===== src/rtl/hub_pkg.sv =====
// Shared types and constants for the FP HUB adder normalization path.
package hub_pkg;

    localparam int DEF_M = 24;
    localparam int DEF_E = 8;
    localparam int LZW   = $clog2(DEF_M + 1);

    // Contents of the stage-1 register: the raw sum plus its pre-computed shift.
    typedef struct packed {
        logic             sign;
        logic [DEF_E-1:0] exp;
        logic [DEF_M:0]   mant;
        logic [LZW-1:0]   lz;
        logic             carry;
        logic             zero;
    } norm_stage_t;

endpackage


===== src/rtl/hub_lzc.sv =====
// Combinational leading-zero counter. It counts from the MSB and returns W for an all-zero input.
module hub_lzc
    import hub_pkg::*;
#(
    parameter int W   = DEF_M,
    parameter int CW  = LZW
) (
    input  logic [W-1:0]  din,
    output logic [CW-1:0] cnt
);

    logic found;

    always_comb begin
        // NOTE: every always_comb output gets a default first, so no path leaves it unassigned and no latch is inferred.
        cnt   = CW'(W);
        found = 1'b0;
        for (int i = W - 1; i >= 0; i--) begin
            if (!found && din[i]) begin
                cnt   = CW'(W - 1 - i);
                found = 1'b1;
            end
        end
    end

endmodule


===== src/rtl/hub_normalizer.sv =====
// Post-addition normalizer for the FP HUB adder. It is a two-stage valid/ready pipeline.
// Optional macro HUB_ILSB_FILL_EN: a left shift makes the former implicit LSB explicit.
module hub_normalizer
    import hub_pkg::*;
#(
    parameter int M = DEF_M,
    parameter int E = DEF_E
) (
    input  logic         clk,
    input  logic         rst,
    input  logic         in_valid,
    output logic         in_ready,
    input  logic         in_sign,
    input  logic [E-1:0] in_exp,
    input  logic [M:0]   in_mant,
    output logic         out_valid,
    input  logic         out_ready,
    output logic         out_sign,
    output logic [E-1:0] out_exp,
    output logic [M-1:0] out_mant,
    output logic         out_zero,
    output logic         out_ovf,
    output logic         out_unf
);

    localparam logic [E:0] EXP_MAX = {1'b0, {E{1'b1}}};

    logic           s2_adv;
    logic           s1_adv;

    logic           s1_valid_q, s1_valid_d;
    norm_stage_t    s1_q, s1_d;

    logic           out_valid_q, out_valid_d;
    logic           out_sign_q,  out_sign_d;
    logic [E-1:0]   out_exp_q,   out_exp_d;
    logic [M-1:0]   out_mant_q,  out_mant_d;
    logic           out_zero_q,  out_zero_d;
    logic           out_ovf_q,   out_ovf_d;
    logic           out_unf_q,   out_unf_d;

    logic [LZW-1:0] lz_in;
    logic [E:0]     exp_ext;
    logic [E:0]     exp_inc;
    logic [E:0]     lz_ext;
    logic [M-1:0]   shifted;

    hub_lzc #(.W(M), .CW(LZW)) u_lzc (
        .din (in_mant[M-1:0]),
        .cnt (lz_in)
    );

    // Ready depends only on registered valids and out_ready. in_valid never reaches in_ready.
    assign s2_adv   = !out_valid_q || out_ready;
    assign s1_adv   = !s1_valid_q || s2_adv;
    assign in_ready = s1_adv;

    always_comb begin
        s1_valid_d = s1_valid_q;
        s1_d       = s1_q;
        if (s1_adv) begin
            s1_valid_d = in_valid;
            if (in_valid) begin
                s1_d.sign  = in_sign;
                s1_d.exp   = in_exp;
                s1_d.mant  = in_mant;
                s1_d.lz    = lz_in;
                s1_d.carry = in_mant[M];
                s1_d.zero  = (in_mant == '0);
            end
        end
    end

    always_comb begin
        exp_ext = {1'b0, s1_q.exp};
        exp_inc = exp_ext + (E+1)'(1);
        lz_ext  = (E+1)'(s1_q.lz);
        shifted = s1_q.mant[M-1:0] << s1_q.lz;
`ifdef HUB_ILSB_FILL_EN
        if (s1_q.lz != '0) begin
            shifted = shifted | (M'(1) << (s1_q.lz - LZW'(1)));
        end
`endif
    end

    always_comb begin
        out_valid_d = out_valid_q;
        out_sign_d  = out_sign_q;
        out_exp_d   = out_exp_q;
        out_mant_d  = out_mant_q;
        out_zero_d  = out_zero_q;
        out_ovf_d   = out_ovf_q;
        out_unf_d   = out_unf_q;
        if (s2_adv) begin
            out_valid_d = s1_valid_q;
            if (s1_valid_q) begin
                out_sign_d = s1_q.sign;
                out_zero_d = 1'b0;
                out_ovf_d  = 1'b0;
                out_unf_d  = 1'b0;
                if (s1_q.zero) begin
                    out_zero_d = 1'b1;
                    out_exp_d  = '0;
                    out_mant_d = '0;
                end else if (s1_q.carry) begin
                    // >= also covers an all-ones input exponent, whose increment would wrap.
                    if (exp_inc >= EXP_MAX) begin
                        out_ovf_d  = 1'b1;
                        out_exp_d  = '1;
                        out_mant_d = '0;
                    end else begin
                        out_exp_d  = exp_inc[E-1:0];
                        out_mant_d = s1_q.mant[M:1];
                    end
                end else if (lz_ext >= exp_ext) begin
                    out_unf_d  = 1'b1;
                    out_exp_d  = '0;
                    out_mant_d = '0;
                end else begin
                    out_exp_d  = E'(exp_ext - lz_ext);
                    out_mant_d = shifted;
                end
            end
        end
    end

    // NOTE: state registers use non-blocking assignments only. Every flop takes its _d value computed in always_comb.
    always_ff @(posedge clk) begin
        if (rst) begin
            s1_valid_q  <= 1'b0;
            s1_q        <= '0;
            out_valid_q <= 1'b0;
            out_sign_q  <= 1'b0;
            out_exp_q   <= '0;
            out_mant_q  <= '0;
            out_zero_q  <= 1'b0;
            out_ovf_q   <= 1'b0;
            out_unf_q   <= 1'b0;
        end else begin
            s1_valid_q  <= s1_valid_d;
            s1_q        <= s1_d;
            out_valid_q <= out_valid_d;
            out_sign_q  <= out_sign_d;
            out_exp_q   <= out_exp_d;
            out_mant_q  <= out_mant_d;
            out_zero_q  <= out_zero_d;
            out_ovf_q   <= out_ovf_d;
            out_unf_q   <= out_unf_d;
        end
    end

    assign out_valid = out_valid_q;
    assign out_sign  = out_sign_q;
    assign out_exp   = out_exp_q;
    assign out_mant  = out_mant_q;
    assign out_zero  = out_zero_q;
    assign out_ovf   = out_ovf_q;
    assign out_unf   = out_unf_q;

endmodule

===== config.mk =====
export PLATFORM = sky130hd
export DESIGN_NAME = hub_normalizer
export DESIGN_NICKNAME = d
export VERILOG_FILES = /design/src/rtl/hub_pkg.sv /design/src/rtl/hub_lzc.sv /design/src/rtl/hub_normalizer.sv
export SDC_FILE = /design/constraint.sdc
export NUM_CORES = 1
export LEC_CHECK = 0
export BUFFER_PORTS_ARGS = -buffer_cell sky130_fd_sc_hd__buf_2
export CAP_MARGIN = 20
export CELL_PAD_IN_SITES_DETAIL_PLACEMENT = 0
export CELL_PAD_IN_SITES_GLOBAL_PLACEMENT = 1
export CORE_UTILIZATION = 42
export DETAILED_ROUTE_END_ITERATION = 8
export MAX_ROUTING_LAYER = met4
export PLACE_DENSITY_LB_ADDON = 0.1
export SETUP_SLACK_MARGIN = 0.3
export SLEW_MARGIN = 30
export SYNTH_ARGS = -nofsm -noshare
export SYNTH_HDL_FRONTEND = slang
export SYNTH_SLANG_ARGS = --single-unit

===== constraint.sdc =====
create_clock -name clk -period 4.9 [get_ports clk]
set_clock_uncertainty 0.2 [all_clocks]
set_input_delay 0.49 -clock clk [delete_from_list [all_inputs] [get_ports clk]]
set_output_delay 0.49 -clock clk [all_outputs]
set_load 0.01 [all_outputs]

==> flow_metrics.env <==
export IMPL_period_share_pct=66.0
export IMPL_grt_max_degree=54
export IMPL_die_w_um=111
export IMPL_required_ns=4.91
export IMPL_worstRegToRegCells=11
export IMPL_tns_ns=0
export IMPL_netlist_area_mm2=0.00495
export IMPL_cts_tree="yes"
export IMPL_start_util_pct=43.2
export IMPL_cts_buffers_inserted=9
export IMPL_grt_pass1_vias=4621
export IMPL_min_path_cells=3
export IMPL_io_pins=76
export IMPL_yosysSeqAreaShare_pct=31.5
export IMPL_portBuffers=75
export IMPL_relSlewSlack_pct=38.7
export IMPL_post_cts_setup_buffers=0
export IMPL_dp_cells=814
export IMPL_grtUsageMet2_pct=39.4
export IMPL_final_area_mm2=0.00568
export IMPL_met3_usage_pct=3.73
export IMPL_drtIter0Drc=326
export IMPL_synth_ff_type="dfxtp_1"
export IMPL_routed_via_count=4889
export IMPL_critPathMaxStageDelay_ns=0.42
export IMPL_fmax_mhz=309
export IMPL_grt_usage_pct=28.0
export IMPL_synth_seq_cells=78
export IMPL_netlist_instances=635
export IMPL_top_usage_layer="met1"
export IMPL_syn_to_final_growth_pct=14.7
export IMPL_peakVddDrop_mv=0.237
export IMPL_drtAntennaViolNets=0
export IMPL_synth_enable_flop_cells=0
export IMPL_max_cap_violations=0
export IMPL_ys_async_sr_fraction_pct=0
export IMPL_die_h_um=111
export IMPL_synth_area_per_cell_um2=7.80
export IMPL_grt_pass1_wl_um=26100
export IMPL_worst_pin_slew_ns=0.913
export IMPL_antenna_cells=0
export IMPL_hold_start="in_exp[4]"
export IMPL_place_congestion=0.911
export IMPL_finalSetupViolations=0
export IMPL_cts_hold_buf=0
export IMPL_dr_pass1_iters=5
export IMPL_critPathBufInv=3
export IMPL_crit_chain="buf_4 > ha_1 > inv_1 > fa_1 > a211oi_1 > o21ai_0 > a211oi_1 > buf_4 > nor2_1 > a222oi_1 > nor3_1"
export IMPL_cp_end_kind="flip-flop"
export IMPL_startpoint_type="flip-flop"
export IMPL_hold_viol=0
export IMPL_arrival_ns=3.25
export IMPL_ys_warn_count=0
export IMPL_nFillCells=1183
export IMPL_ctsRootBufferMaster="clkbuf_16"
export IMPL_htree_levels=3
export IMPL_via_per_inst=5.89
export IMPL_multi_input_area_mm2=0.00314
export IMPL_overflow=0
export IMPL_seq_area_mm2=0.00156
export IMPL_drive_above_1_share_pct=19.7
export IMPL_path_delay_family="compound AO/OA/AOI/OAI gates"
export IMPL_slew_viol_final=0
export IMPL_antenna_found_initial=0
export IMPL_r2r_end="out_mant[21]"
export IMPL_ctsResizeCount=0
export IMPL_wl_per_cell_um=19.5
export IMPL_finalWirelength_um=16200
export IMPL_drc=0
export IMPL_synth_cell_types=65
export IMPL_hp_class="input pin to flip-flop"
export IMPL_core_area_mm2=0.0115
export IMPL_status="complete, no violations"
export IMPL_whs_endpoint="exp_ext[4]"
export IMPL_finalCriticalPeriod_ns=3.23
export IMPL_finalPower_w=0.00168
export IMPL_clk_pin_slew_ns=0.07
export IMPL_cp_max_fo=29
export IMPL_rows=39
export IMPL_grt_setup_unrepaired="false"
export IMPL_clock_latency_ns=0.35
export IMPL_power_density_mw_per_mm2=297
export IMPL_critical_path_class="flip-flop to flip-flop"
export IMPL_clockBufferDepth=2
export IMPL_die_area_mm2=0.0122
export IMPL_instances_no_fill=830
export IMPL_syn_nets=681
export IMPL_nets=728
export IMPL_regToRegSetupSlack_ns=1.67
export IMPL_p_leak_nw=2.22
export IMPL_cpMaxStageDelayCell="fa_1"
export IMPL_postPlaceCellArea_mm2=0.00540
export IMPL_globalRouteMet1Util_pct=40.2
export IMPL_dp_hpwl_um=12100
export IMPL_rr_startpoint="lz_ext[0]"
export IMPL_clock_sinks=78
-- cells in the final DEF, fill, tap and decap left out, types with 6 or more instances in the layout --
| master | instances |
|---|---|
| nor3_1 | 13 |
| mux2i_1 | 31 |
| nor2b_1 | 6 |
| xor2_1 | 6 |
| nand2_1 | 129 |
| clkbuf_16 | 9 |
| a211oi_1 | 12 |
| mux2_2 | 11 |
| a21oi_1 | 60 |
| a22oi_1 | 18 |
| mux4_2 | 12 |
| nor2_1 | 38 |
| ha_1 | 7 |
| buf_2 | 75 |
| inv_1 | 16 |
| o21ai_0 | 33 |
| buf_4 | 11 |
| dfxtp_1 | 78 |
| nand3_1 | 16 |
-- sequential cells by signal, indices dropped and copies added, names as in the netlist --
register and flops:
s1_q 27, out_mant 24, exp_ext 8, out_exp 8, lz_ext 5, out_ovf 1, out_sign 1, out_unf 1
out_valid 1, out_zero 1, s1_valid_q 1
-- worst register-to-register path, cell delays in order, from the launching register on --
cell,delay [ns]
dfxtp_1,0.30
buf_4,0.32
ha_1,0.24
inv_1,0.06
fa_1,0.42
a211oi_1,0.29
o21ai_0,0.25
a211oi_1,0.27
buf_4,0.21
nor2_1,0.14
a222oi_1,0.33
nor3_1,0.07
-- layout make-up --
class / count / area share, %
inverter: 16 / 1.06
clock inverter: 7 / 0.969
timing repair buffer: 86 / 8.06
multi-input combinational: 491 / 55.3
clock buffer: 9 / 3.96
tap: 143 / 3.15
sequential: 78 / 27.5
-- per-stage QoR --
stage	hold slack [ns]	worst slack, ns	utilization [%]
finish	0.173	1.67	49.5
global route	0.188	1.45	49.5
CTS	0.164	1.50	49.5
detailed placement	0.237	1.53	47.0
global placement	0.232	1.67	47.0
floorplan	0.237	1.37	-
-- layer usage --
layer	part of all wire, %	vias up
met5	0	-
met4	2.5	0
met3	5.6	24
met2	43	173
met1	49	2292
li1	-	2400
-- Yosys cell counts, types with 5 or more instances --
library cell	number	area [µm²]
a211oi_1	12	90.1
a21oi_1	61	305
a22oi_1	18	135
a31oi_1	5	31.3
buf_1	7	26.3
clkbuf_1	39	146
dfxtp_1	78	1560
ha_1	7	87.6
inv_1	16	60.1
mux2_2	11	124
mux2i_1	31	310
mux4_2	12	270
nand2_1	129	484
nand2b_1	5	31.3
nand3_1	16	80.1
nor2_1	38	143
nor2b_1	6	37.5
nor3_1	14	70.1
o21ai_0	34	170
or4_1	5	37.5
xor2_1	6	52.6
-- cells by family after synthesis --
logic type	after synthesis	share of synthesized area [%]
DFF	78	31.5
and+or+nand+nor	241	22.4
adders and majority gates	8	2.17
xor gates and xnor gates	7	1.24
buffers and inverters	66	5.23
AOI/OAI and AO/OA	181	23.3
muxes	54	14.2
-- where the power goes --
group	internal (W)	total (W)	switching [W]
Combinational	0.000135	0.000344	0.000208
Clock	0.000348	0.000636	0.000288
Sequential	0.000663	0.000705	0.0000426
-- worst max-delay path by stage --
stage	from	endpoint	slack, ns	depth (start not counted)
after detailed placement	lz_ext[3]	out_mant[10]	1.53	10
after floorplan	lz_ext[1]	out_mant[11]	1.37	11
after global routing	lz_ext[0]	out_mant[21]	1.45	11
final	lz_ext[0]	out_mant[21]	1.67	11
after global placement	lz_ext[3]	out_mant[11]	1.67	10
after CTS	lz_ext[3]	out_mant[10]	1.50	10
Note: power is estimated with default switching activity, not from simulation.
